### src/rtl/mem_arbiter.sv
`default_nettype none
// ============================================================================
// Module   : mem_arbiter
// Purpose  : Single-port memory arbiter. It shares one word-addressed memory
//            between instruction fetch, load/store data and a program-loader
//            / debug port. At most one access is granted per cycle. The
//            1-cycle read/ack response is steered back to the requester that
//            was granted.
//            Priority: loader first, then fetch/data in round-robin order.
// Revision : 1.0 - initial release
// ----------------------------------------------------------------------------
// Build option:
//   MEM_ARB_LOADER_EN  defined   -> loader port is functional.
//                      undefined -> ld_* inputs are ignored, ld_* outputs are
//                                   tied 0, and arbitration is IF/D only.
// ----------------------------------------------------------------------------
// Ports:
//   clk, rstn                       clock, asynchronous active-low reset
//   if_req/if_addr                  fetch read request
//   if_gnt                          fetch request accepted this cycle
//   if_rvalid/if_rdata/if_err       fetch response (1 cycle after gnt)
//   d_req/d_we/d_be/d_addr/d_wdata  data request (d_be = byte write mask)
//   d_gnt                           data request accepted this cycle
//   d_rvalid/d_rdata/d_err          data response
//   ld_req/ld_we/ld_addr/ld_wdata   loader request (full-word writes only)
//   ld_gnt                          loader request accepted this cycle
//   ld_rvalid/ld_rdata/ld_err       loader response
//   mem_en/mem_we/mem_be/
//   mem_addr/mem_wdata              memory command
//   mem_rdata                       memory read data, valid the cycle after
//                                   a read command
// ============================================================================
module mem_arbiter #(
  parameter int WIDTH      = 32,
  parameter int ADDR_WIDTH = 12,
  parameter int MEM_WORDS  = 4096
) (
  input  logic                  clk,
  input  logic                  rstn,
  // instruction fetch port
  input  logic                  if_req,
  input  logic [ADDR_WIDTH-1:0] if_addr,
  output logic                  if_gnt,
  output logic                  if_rvalid,
  output logic [WIDTH-1:0]      if_rdata,
  output logic                  if_err,
  // load/store data port
  input  logic                  d_req,
  input  logic                  d_we,
  input  logic [3:0]            d_be,
  input  logic [ADDR_WIDTH-1:0] d_addr,
  input  logic [WIDTH-1:0]      d_wdata,
  output logic                  d_gnt,
  output logic                  d_rvalid,
  output logic [WIDTH-1:0]      d_rdata,
  output logic                  d_err,
  // program loader / debug port
  input  logic                  ld_req,
  input  logic                  ld_we,
  input  logic [ADDR_WIDTH-1:0] ld_addr,
  input  logic [WIDTH-1:0]      ld_wdata,
  output logic                  ld_gnt,
  output logic                  ld_rvalid,
  output logic [WIDTH-1:0]      ld_rdata,
  output logic                  ld_err,
  // memory command / response
  output logic                  mem_en,
  output logic                  mem_we,
  output logic [3:0]            mem_be,
  output logic [ADDR_WIDTH-1:0] mem_addr,
  output logic [WIDTH-1:0]      mem_wdata,
  input  logic [WIDTH-1:0]      mem_rdata
);

  // Response owner encoding
  localparam logic [1:0] c_own_if = 2'd0;
  localparam logic [1:0] c_own_d  = 2'd1;
  localparam logic [1:0] c_own_ld = 2'd2;

  // Round-robin history: last fetch/data winner
  localparam logic c_rr_if = 1'b0;
  localparam logic c_rr_d  = 1'b1;

  // One extra bit so that MEM_WORDS == 2**ADDR_WIDTH is representable
  localparam logic [ADDR_WIDTH:0] c_mem_words = (ADDR_WIDTH+1)'(MEM_WORDS);

  logic                  r_rr_last;
  logic                  r_resp_valid;
  logic [1:0]            r_resp_owner;
  logic                  r_resp_err;
  logic                  r_resp_wr;

  logic                  w_ld_req;
  logic                  w_ld_gnt;
  logic                  w_if_gnt;
  logic                  w_d_gnt;
  logic                  w_any_gnt;

  logic                  w_if_oor;
  logic                  w_d_oor;
  logic                  w_ld_oor;

  logic                  w_sel_we;
  logic [3:0]            w_sel_be;
  logic [ADDR_WIDTH-1:0] w_sel_addr;
  logic [WIDTH-1:0]      w_sel_wdata;
  logic                  w_sel_oor;
  logic [1:0]            w_sel_owner;

  logic [WIDTH-1:0]      w_rsp_rdata;

  // --------------------------------------------------------------------------
  // Loader enable
  // --------------------------------------------------------------------------
`ifdef MEM_ARB_LOADER_EN
  assign w_ld_req = ld_req;
`else
  // Loader port stays in the interface but never requests.
  logic w_unused_ld;
  assign w_ld_req    = 1'b0;
  assign w_unused_ld = ld_req;
`endif

  // --------------------------------------------------------------------------
  // Out-of-range detection
  // --------------------------------------------------------------------------
  assign w_if_oor = ({1'b0, if_addr} >= c_mem_words);
  assign w_d_oor  = ({1'b0, d_addr}  >= c_mem_words);
  assign w_ld_oor = ({1'b0, ld_addr} >= c_mem_words);

  // --------------------------------------------------------------------------
  // Grant selection (same cycle). Grants are forced low while in reset.
  // On a fetch/data tie, the port that did not win last time gets the grant.
  // --------------------------------------------------------------------------
  always_comb begin
    w_ld_gnt = rstn & w_ld_req;
    w_if_gnt = rstn & ~w_ld_req & if_req & (~d_req  | (r_rr_last == c_rr_d));
    w_d_gnt  = rstn & ~w_ld_req & d_req  & (~if_req | (r_rr_last == c_rr_if));
  end

  assign w_any_gnt = w_ld_gnt | w_if_gnt | w_d_gnt;

  // --------------------------------------------------------------------------
  // Command mux from the winner
  // --------------------------------------------------------------------------
  always_comb begin
    w_sel_we    = 1'b0;
    w_sel_be    = 4'h0;
    w_sel_addr  = '0;
    w_sel_wdata = '0;
    w_sel_oor   = 1'b0;
    w_sel_owner = c_own_if;
    if (w_ld_gnt) begin
      w_sel_we    = ld_we;
      w_sel_be    = 4'hF;
      w_sel_addr  = ld_addr;
      w_sel_wdata = ld_wdata;
      w_sel_oor   = w_ld_oor;
      w_sel_owner = c_own_ld;
    end else if (w_d_gnt) begin
      w_sel_we    = d_we;
      w_sel_be    = d_be;
      w_sel_addr  = d_addr;
      w_sel_wdata = d_wdata;
      w_sel_oor   = w_d_oor;
      w_sel_owner = c_own_d;
    end else if (w_if_gnt) begin
      // Fetch is read-only, full word
      w_sel_we    = 1'b0;
      w_sel_be    = 4'hF;
      w_sel_addr  = if_addr;
      w_sel_wdata = '0;
      w_sel_oor   = w_if_oor;
      w_sel_owner = c_own_if;
    end
  end

  // An out-of-range access is still granted and acked, but it never reaches
  // the memory.
  assign mem_en    = w_any_gnt & ~w_sel_oor;
  assign mem_we    = w_sel_we;
  assign mem_be    = w_sel_be;
  assign mem_addr  = w_sel_addr;
  assign mem_wdata = w_sel_wdata;

  // --------------------------------------------------------------------------
  // Response tracking and round-robin history
  // --------------------------------------------------------------------------
  always_ff @(posedge clk or negedge rstn) begin
    if (!rstn) begin
      r_resp_valid <= 1'b0;
      r_resp_owner <= c_own_if;
      r_resp_err   <= 1'b0;
      r_resp_wr    <= 1'b0;
      r_rr_last    <= c_rr_if;
    end else begin
      r_resp_valid <= w_any_gnt;
      if (w_any_gnt) begin
        r_resp_owner <= w_sel_owner;
        r_resp_err   <= w_sel_oor;
        r_resp_wr    <= w_sel_we;
      end
      // Loader grants leave the fetch/data history untouched
      if (w_if_gnt) begin
        r_rr_last <= c_rr_if;
      end else if (w_d_gnt) begin
        r_rr_last <= c_rr_d;
      end
    end
  end

  // Write acks and error responses return zero data
  assign w_rsp_rdata = (r_resp_err | r_resp_wr) ? '0 : mem_rdata;

  // --------------------------------------------------------------------------
  // Response steering
  // --------------------------------------------------------------------------
  assign if_gnt    = w_if_gnt;
  assign if_rvalid = r_resp_valid & (r_resp_owner == c_own_if);
  assign if_rdata  = if_rvalid ? w_rsp_rdata : '0;
  assign if_err    = if_rvalid & r_resp_err;

  assign d_gnt     = w_d_gnt;
  assign d_rvalid  = r_resp_valid & (r_resp_owner == c_own_d);
  assign d_rdata   = d_rvalid ? w_rsp_rdata : '0;
  assign d_err     = d_rvalid & r_resp_err;

`ifdef MEM_ARB_LOADER_EN
  assign ld_gnt    = w_ld_gnt;
  assign ld_rvalid = r_resp_valid & (r_resp_owner == c_own_ld);
  assign ld_rdata  = ld_rvalid ? w_rsp_rdata : '0;
  assign ld_err    = ld_rvalid & r_resp_err;
`else
  logic w_unused_ld_gnt;
  assign w_unused_ld_gnt = w_ld_gnt;
  assign ld_gnt    = 1'b0;
  assign ld_rvalid = 1'b0;
  assign ld_rdata  = '0;
  assign ld_err    = 1'b0;
`endif

endmodule
`default_nettype wire

### config.mk
export PLATFORM = sky130hd
export DESIGN_NAME = mem_arbiter
export DESIGN_NICKNAME = d
export VERILOG_FILES = /design/src/rtl/mem_arbiter.sv
export SDC_FILE = /design/constraint.sdc
export NUM_CORES = 1
export LEC_CHECK = 0
export BUFFER_PORTS_ARGS = -buffer_cell sky130_fd_sc_hd__buf_4
export CAP_MARGIN = 0
export CORE_AREA = 2 2 117 119
export CTS_CLUSTER_DIAMETER = 50
export DETAILED_ROUTE_END_ITERATION = 10
export DIE_AREA = 0 0 119 121
export SLEW_MARGIN = 10
export SYNTH_ARGS = -nofsm -noshare
export SYNTH_HDL_FRONTEND = slang
export SYNTH_SLANG_ARGS = --single-unit
### constraint.sdc
create_clock -name clk -period 2.1 [get_ports clk]
set_clock_uncertainty 0.15 [all_clocks]
set_input_delay 0.21 -clock clk [delete_from_list [all_inputs] [get_ports clk]]
set_output_delay 0.21 -clock clk [all_outputs]
set_load 0.02 [all_outputs]
==> metrics.md, run 1 <==
| Metric | Value |
|---|---|
| Status | completed |
| Clock Power Share | 24.2% |
| Gr ovfl total | 0 |
| Largest stage delay, worst path | 0.57 ns |
| Share of the synthesized area in the top cell type | 20.1% |
| Mapped cell area | approximately 1400 um^2 |
| Placed Area | 3000 um^2 |
| CP Data Required Time | between 1.5 and 2 ns |
| Sequential area share after synthesis | under 10% |
| Most used cell, CP | buf_4 |
| Count leader, synth | nor2_1 |
| Row count | 42 |
| Busiest layer in global routing | met2 |
| Final-stage net count | 605 |
| Sw Share | 44.1% |
| Post-route DRC | 0 |
| Reg-to-Reg Start | r_resp_wr |
| Hold Crit Start | if_req |
| Sequential Power Share | 7.8% |
| Tot Pwr | about 1.2 mW |
| Internal Pwr Total | roughly 0.70 mW |
| Drt total wl | 6250 um |
| Die X | 119 um |
| Finish-stage setup viols | 0 |
| Vias in the first global route | 1834 |
| Port Buffers | around 210 |
| Share of cells above drive strength 1 | 48.5% |
| Reg clk slew, reported paths | 0.03 ns |
| Final min period | just over 2 ns |
| GR Util met3 | under 10% |
| Die H | 121 um |
| Maximum buffer depth of the clock tree | 2 |
| Ys async rst share | 100% |
| Initial antenna violation count | 0 |
| Critical path origin | rstn |
| Final Max Tran Viols | 0 |
| Combinational power share | 68.0% |
| Maximum fanout along the worst path | 34 |
| Met2 GRT Util | between 10% and 20% |
| Cts bufs inserted | 3 |
| Largest net degree at the start of global routing | 35 |
| Period utilisation layout | 96.2% |
| RSZ-0062 raised after global routing | no |
| P_leak | 1.77 nW |
| Number of fill cells | 1482 |
| Router iterations before antenna repair | 3 |
| Clock latency on the worst-skew pair | 0.23 ns |
| Wire per inst | 9.82 um |
| Kind of critical path | input pin to output pin |
| Max-cap violations | 0 |
| Dominant cell type by area after synthesis | buf_4 |
| Setup TNS | 0 ns |
| Pwr dens | 401 nW/um^2 |
| Die area | 14400 um^2 |
| H-tree depth | 1 |
| Sw power | ~0.55 mW |
| Final instance area | 3110 um^2 |
| CTS root buffer | clkbuf_16 |
| Max Fclk | 495 MHz |
| CP max stage cell | dlygate4sd3_1 |
| Ys flop type | dfrtp_1 |
| Yosys reg bits | 4 |
| Initial Util | between 10% and 20% |
| Global-route wire length before repair | 8980 um |
| Cells along the critical path | dlygate4sd3_1 > buf_4 > and3_1 > buf_12 > and2_1 > buf_4 |
| Half-perimeter wire length after placement | approximately 5100 um |
| Final Hold Violating Endpoints | 0 |
| Post-synth top cells | nor2_1 (67), nand2_1 (64), buf_4 (37) |
| CP endpoint kind | output pin |
| Min-Delay Path Class | input pin to flip-flop |
| # diodes | 0 |
| Yosys warning total | 0 |
| Layout Utilization | 23.8% |
| GR Util met1 | around 8.3% |
| Post-route ant nets | 0 |
| Syn avg cell area | 5.34 um^2 |
| Post-CTS Setup Inserts | 0 |
| Via density | 3.39 |
| Post-Synthesis Cells | 258 |
| Unique masters post-synth | 20 |
| DR iter-0 viols | 27 |
| P&R area growth vs syn | 125% |
| Total vias in the final route | 2159 |
| Crit path launch type | input pin |
| GP Congestion | 0.741 |
| Ranking of synthesized cells by area | buf_4 (20%), nor2_1 (18%), nand2_1 (17%) |
| Peak supply drop | 0.184 mV |
| EDFF count, synth | 0 |
| Crit path DAT | 1.66 ns |
| CTS sink cnt | 4 |
| CTS tree | yes |
| Ports | a little under 300 |
| Placeable Area | 13100 um^2 |
| All-Layer GR Usage | 7.57% |
==> flip-flops by register name (all words and copies together), names as in the netlist <==
signal	flops
r_resp_wr	1
r_resp_valid	1
r_resp_owner	1
r_rr_last	1
==> per-stage QoR <==
step | setup slack [ns] | hold slack [ns] | cells
after floorplan | 0.580 | -0.236 | 294
after detailed placement | 0.501 | -0.120 | 632
after global placement | 0.480 | -0.123 | 632
final | 0.0793 | 0.0591 | 636
after global routing | 0.00724 | 0.0893 | 636
after CTS | 0.00653 | 0.0556 | 636
==> cells by family (layout without fill, tap and decap cells) <==
logic type	after synthesis	after routing	share of synthesized area (%)
buf+inv	62	228	29.8
other cells	1	37	0.272
simple gates	169	169	53.0
compound gates	22	22	9.71
flops	4	4	7.26
==> cells in the final DEF (no fill, tap or decap), types with 2 or more instances in the layout <==
cell	n
a21oi_1	6
inv_1	3
dfrtp_1	4
and2_1	33
buf_4	217
o22ai_1	12
a31oi_1	2
conb_1	37
buf_12	2
nand2b_1	2
nor2_1	67
clkbuf_16	3
nand2_1	64
==> critical path, delay by kind of cell <==
family,cells,cell delay [ns]
and+or+nand+nor,2,0.38
buffers and inverters,4,1.08
==> metal layers <==
layer,part of all wire (%),vias to the layer above,routed length [um]
li1,-,1123,-
met1,37,918,2310
met2,53,113,3310
met3,9.3,5,581
met4,0.82,0,51
met5,0,-,0
==> power by group through the flow <==
stage	sequential (mW)	combinational [mW]	clock (mW)
after detailed placement	0.0980	0.848	0
after floorplan	0.0956	0.519	0
final	0.0968	0.848	0.302
after global placement	0.0973	0.850	0
after global routing	0.0990	0.919	0.313
after CTS	0.0973	0.852	0.311
==> final cells by class <==
| cell class | instances | area [um^2] | share of cell area (%) |
|---|---|---|---|
| multi-input cells | 228 | 1000 | 32.3 |
| clock buffers | 3 | 75.1 | 2.42 |
| inverters | 4 | 15.0 | 0.483 |
| well taps | 176 | 220 | 7.09 |
| flip-flops and latches | 4 | 100 | 3.22 |
| repair buffers | 221 | 1690 | 54.5 |
==> path summary, 6_finish.rpt <==
| check | end | slack [ns] | cells past startpoint |
|---|---|---|---|
| min | r_rr_last | 0.06 | 2 |
| min reg2reg | r_rr_last | 0.37 | 1 |
| max | mem_wdata[12] | 0.08 | 6 |
| max reg2reg | r_resp_wr | 1.05 | 3 |
| min in group asynchronous | r_resp_wr | 0.25 | 2 |
| max in group asynchronous | r_rr_last | 1.21 | 3 |
==> timing repair <==
| item | 4_1_cts | 5_1_grt |
|---|---|---|
| hold buffers | 1 | 0 |
| hold endpoints to repair | 4 | 0 |
| gates resized for setup | 0 | 5 |
| endpoints found under the setup margin | 0 | 45 |
No activity file was read; power rests on OpenSTA's default activity.
==> run 2, diff against run 1 <==
PLACE_DENSITY = 0.49   (was unset)
==> run 2 against run 1 <==
Compared with the run above:
- fmax grew 11%
- sequential power shrank 0.6%
- via count grew 3.4%
- global-route usage grew 1.1 points
- non-clock buffer count is the same
- worst setup slack gained 0.21 ns
- largest cell class unchanged
- highest routed layer unchanged
==> metrics.md, run 2 (synthesized netlist as in run 1, its figures left out) <==
| Metric | Value |
|---|---|
| Max-cap violations | 0 |
| Crit path DAT | 1.45 ns |
| Pre-CTS WS | 0.490 ns |
| P&R area growth vs syn | 124% |
| Half-perimeter wire length after placement | 5770 um |
| Gr ovfl total | 0 |
| Clock Power Share | between 20% and 30% |
| Router iterations before antenna repair | 4 |
| Die area | 14400 um^2 |
| Cts bufs inserted | 3 |
| Placed Area | 3000 um^2 |
| Final Max Tran Viols | 0 |
| Initial Util | between 10% and 20% |
| Wire length on met1 | 2410 um |
| Internal Pwr Total | 0.691 mW |
| Largest net degree at the start of global routing | 35 |
| Highest-count cells in the layout ignoring fill and taps | buf_4 (219), nor2_1 (67), nand2_1 (64), conb_1 (37), and2_1 (33) |
| CTS root buffer | clkbuf_16 |
| Resized cells post-CTS | 0 |
| DR iter-0 viols | 55 |
| Reg clk slew, reported paths | 0.03 ns |
| Kind of critical path | flip-flop to output pin |
| Via density | 3.51 |
| Number of fill cells | around 1500 |
| Status | completed |
| Largest stage delay, worst path | 0.40 ns |
| Global-route wire length before repair | approximately 10000 um |
| CP endpoint kind | output pin |
| Most used cell, CP | buf_4 |
| Tot Pwr | ~1.2 mW |
| Period utilisation layout | 86.3% |
| Final Hold Violating Endpoints | 0 |
| Sw power | 0.553 mW |
| Met3 Wirelength | between 400 and 500 um |
| # diodes | 0 |
| Finish-stage setup viols | 0 |
| Combinational power share | 68.4% |
| Port Buffers | 214 |
| Post-route ant nets | 0 |
| Total vias in the final route | 2232 |
| Clock latency on the worst-skew pair | 0.22 ns |
| Drt total wl | around 6900 um |
| Sw Share | 44.4% |
| Multi-input gate area | 1000 um^2 |
| RSZ-0062 raised after global routing | no |
| Maximum buffer depth of the clock tree | 2 |
| Vias in the first global route | 2060 |
| P_leak | 1.77 nW |
| Pwr dens | 403 nW/um^2 |
| All-Layer GR Usage | 8.69% |
| Sequential Power Share | 7.7% |
| CTS sink cnt | 4 |
| GP Congestion | 0.770 |
| Die H | 121 um |
| Post-route DRC | 0 |
| Maximum fanout along the worst path | 34 |
| CTS tree | yes |
| Layout Utilization | 23.6% |
| Final instance area | 3090 um^2 |
| Crit path launch type | flip-flop |
| CP max stage cell | dfrtp_1 |
| Placeable Area | 13100 um^2 |
| Final worst slack | roughly 0.29 ns |
| Initial antenna violation count | 0 |
| Peak supply drop | around 0.26 mV |
| Cells along the critical path | nand2_1 > and3_1 > buf_4 > and2_1 > buf_4 |
| Share of cells above drive strength 1 | between 40% and 50% |
| H-tree depth | 1 |
| Met2 Routed Length | 3940 um |
| Leading cell type in the layout, fill and taps excluded | buf_4 |
| CP Data Required Time | 1.74 ns |
| Setup TNS | 0 ns |
| Ports | a little under 300 |
| Final-stage net count | between 600 and 700 |
| Top sig layer | met4 |
| Min-Delay Path Class | input pin to flip-flop |
| Max Fclk | 552 MHz |
| Row count | 42 |
| Wire per inst | 10.9 um |
| Final min period | ~1.8 ns |
| Die X | 119 um |
| Register area | 100 um^2 |
[run 2: cell counts in the layout (fill, tap and decap cells not counted)]
No cell type changed its count.
[run 2: worst max-delay path: cells and delay by family, from the launching register on]
| kind | cells | cell delay [ns] |
|---|---|---|
| buffers and inverters | 2 | 0.40 |
| and+or+nand+nor | 3 | 0.43 |
| DFF | 1 | 0.40 |
[run 2: per-layer routing]
layer	up-vias	track usage, %
li1	1126	-
met1	991	9.20
met2	111	17.3
met3	4	1.36
met4	0	2.90
met5	-	0
[run 2: what timing repair did]
item,4_1_cts,5_1_grt
buffers inserted,0,0
hold buffers,1,0
endpoints found under the hold margin,4,0
[run 2: final timing paths]
check / end / from / cells after the start / slack [ns]
setup / recovery: mem_wdata[14] / r_rr_last / 5 / 0.29
hold / removal: r_rr_last / if_req / 2 / 0.06
setup reg to reg: r_resp_wr / r_resp_wr / 3 / 0.87
hold reg to reg: r_rr_last / r_rr_last / 1 / 0.37
max in group asynchronous: r_resp_valid / rstn / 2 / 1.34
min in group asynchronous: r_rr_last / rstn / 2 / 0.29
[run 2: area by class of cell]
cell class	count	area share, %
inverter	4	0.486
clock buffer	3	2.43
tap	176	7.13
multi-input combinational	228	32.5
timing repair buffer	221	54.2
sequential	4	3.24
[run 2: metrics by stage]
| stage | hold slack (ns) | instances |
|---|---|---|
| 2_1_floorplan | -0.236 | 294 |
| 3_3_place_gp | -0.102 | 632 |
| 3_5_place_dp | -0.102 | 632 |
| 4_1_cts | 0.0669 | 636 |
| 5_1_grt | 0.0911 | 636 |
| 6_report | 0.0642 | 636 |
[run 2: power groups by stage]
stage | Clock [mW] | Combinational (mW) | Sequential, mW
5_1_grt | 0.309 | 0.923 | 0.0975
4_1_cts | 0.302 | 0.863 | 0.0964
2_1_floorplan | 0 | 0.519 | 0.0956
3_3_place_gp | 0 | 0.849 | 0.0971
6_report | 0.297 | 0.851 | 0.0962
3_5_place_dp | 0 | 0.859 | 0.0972
==> run 3, diff against run 2 <==
CORE_AREA = 2 2 115 117   (was 2 2 117 119)
DIE_AREA = 0 0 117 119   (was 0 0 119 121)
PLACE_DENSITY = 0.5   (was 0.49)
clock period = 1.7 ns   (was 2.1 ns; I/O delays follow)
==> run 3 against run 2 <==
Compared with the run above:
- worst setup slack got worse by 0.30 ns
- first-iteration DRC count grew 5.5%
- cell area up 8.7%
- final cell count increased by 0.47%
- critical path type unchanged
- combinational power grew 34%
- sequential power increased by 24%
- largest power group unchanged
- the flow now finishes with violations (setup timing)
- power up 32%
- count of clock-buffer cells in the layout unchanged
- critical path depth is the same
==> metrics.md, run 3 (synthesized netlist as in run 1, its figures left out) <==
| Metric | Value |
|---|---|
| Maximum fanout along the worst path | 17 |
| P_leak | between 1.5 and 2 nW |
| Status | finished, violations left |
| Row count | 42 |
| GP Congestion | 0.687 |
| Peak supply drop | 0.257 mV |
| Initial Util | a little over a tenth |
| Share of cells above drive strength 1 | 53.6% |
| Tot Pwr | 1.64 mW |
| Placed Area | 3060 um^2 |
| Final min period | 1.71 ns |
| Initial antenna violation count | 0 |
| Vias in the first global route | slightly below 2000 |
| Crit path DAT | ~1.4 ns |
| Final Hold Violating Endpoints | 0 |
| Max-cap violations | 0 |
| Final Max Tran Viols | 0 |
| DR iter-0 viols | 58 |
| Hold Crit Start | if_req |
| Post-route DRC | 0 |
| Min-Delay Path Class | input pin to flip-flop |
| Worst R2R Setup Slack | 0.69 ns |
| CTS tree | yes |
| Global-route wire length before repair | approximately 9000 um |
| Min-Delay Path Depth | 2 |
| Port Buffers | 214 |
| Cells along the critical path | nand2_2 > and3_4 > buf_12 > and2_1 > buf_6 |
| Kind of critical path | flip-flop to output pin |
| Largest stage delay, worst path | 0.40 ns |
| CP max stage cell | dfrtp_1 |
| Cts bufs inserted | 3 |
| Final worst slack | -0.0136 ns |
| Finished Layout Cells | roughly 640 |
| RSZ-0062 raised after global routing | yes |
| Gr ovfl total | 0 |
| Number of fill cells | 1465 |
| Die area | approximately 14000 um^2 |
| Pwr dens | a little under 500 nW/um^2 |
| CP Data Required Time | 1.38 ns |
| Finish-stage setup viols | 2 |
| Period utilisation layout | 101% |
| Ports | 298 |
| Reg-to-Reg Start | r_resp_wr |
| Router iterations before antenna repair | 4 |
| Crit path launch type | flip-flop |
| # diodes | 0 |
| Half-perimeter wire length after placement | 5470 um |
| Placed Cells incl. Taps | 633 |
| Die H | 119 um |
| Max Fclk | 584 MHz |
| Die X | 117 um |
| Setup TNS | -0.0242 ns |
| Final-stage net count | 608 |
| Leading cell type in the layout, fill and taps excluded | buf_4 |
| Worst R2R Path Depth | 3 |
| Pre-CTS WS | 0.168 ns |
| H-tree depth | 1 |
| Drt total wl | 6940 um |
| Min-Delay Endpoint | r_rr_last |
| Via density | 3.54 |
| R2R Path End | r_resp_wr |
| CTS root buffer | clkbuf_16 |
| CP endpoint kind | output pin |
| Failing checks | setup timing |
| Total vias in the final route | around 2300 |
| Post-route ant nets | 0 |
| Highest-count cells in the layout ignoring fill and taps | buf_4 (185), nor2_1 (66), nand2_1 (62), conb_1 (37), buf_6 (32) |
| Placeable Area | ~13000 um^2 |
| P&R area growth vs syn | 143% |
| Reg clk slew, reported paths | 0.03 ns |
| All-Layer GR Usage | 7.99% |
| Largest net degree at the start of global routing | 35 |
| Final instance area | between 3000 and 4000 um^2 |
| Clock latency on the worst-skew pair | 0.23 ns |
| Wire per inst | 10.9 um |
| Maximum buffer depth of the clock tree | 2 |
| CTS sink cnt | 4 |
## run 3: changes by cell type in the layout (fill, tap and decap cells not counted), sizes merged
cell    change
buf         +2
clkbuf      +1
## run 3: layer usage
metal  track usage, %  up-vias  wire [um]
li1                 -     1134          -
met1             8.85     1004       2630
met4             2.72        0         95
met3            0.967        7        489
met2             15.3      117       3730
met5                0        -          0
## run 3: repair_timing
| action | 4_1_cts | 5_1_grt |
|---|---|---|
| resized for setup | 11 | 43 |
| setup endpoints to repair | 45 | 48 |
| hold buffers | 1 | 0 |
| pin swaps | 1 | 2 |
| hold endpoints to repair | 4 | 0 |
| buffers inserted | 0 | 1 |
| gates cloned | 0 | 1 |
## run 3: worst max-delay path by stage
stage | start | end | slack [ns]
6_report | r_rr_last | mem_wdata[11] | -0.01
5_1_grt | r_rr_last | mem_wdata[23] | -0.07
4_1_cts | r_rr_last | mem_addr[1] | -0.03
3_5_place_dp | r_rr_last | mem_addr[1] | 0.17
3_3_place_gp | r_rr_last | mem_addr[1] | 0.19
2_1_floorplan | r_rr_last | mem_addr[10] | 0.22
## run 3: final cells by class
cell class | count | area (um^2) | share of cell area [%]
Clock buffer | 3 | 75.1 | 2.24
Sequential cell | 4 | 100 | 2.98
Timing Repair Buffer | 224 | 1880 | 56.2
Multi-Input combinational cell | 228 | 1060 | 31.6
Tap cell | 176 | 220 | 6.56
Inverter | 4 | 15.0 | 0.447
## run 3: critical path, delay by kind of cell (launching register included)
kind / cells / cell delay [ns]
buf+inv: 2 / 0.28
flops: 1 / 0.40
simple gates: 3 / 0.48
## run 3: stage by stage
step	hold slack, ns	utilization, %
floorplan	-0.276	-
global placement	-0.0393	23.8
detailed placement	-0.0346	23.8
CTS	0.0205	24.7
global route	0.0308	26.1
finish	0.0232	26.1
## run 3: power by group
group / switching (mW) / internal, mW / total [mW]
Sequential: 0.00929 / 0.110 / 0.119
Combinational: 0.628 / 0.516 / 1.14
Clock: 0.0723 / 0.301 / 0.373
Total: 0.710 / 0.926 / 1.64
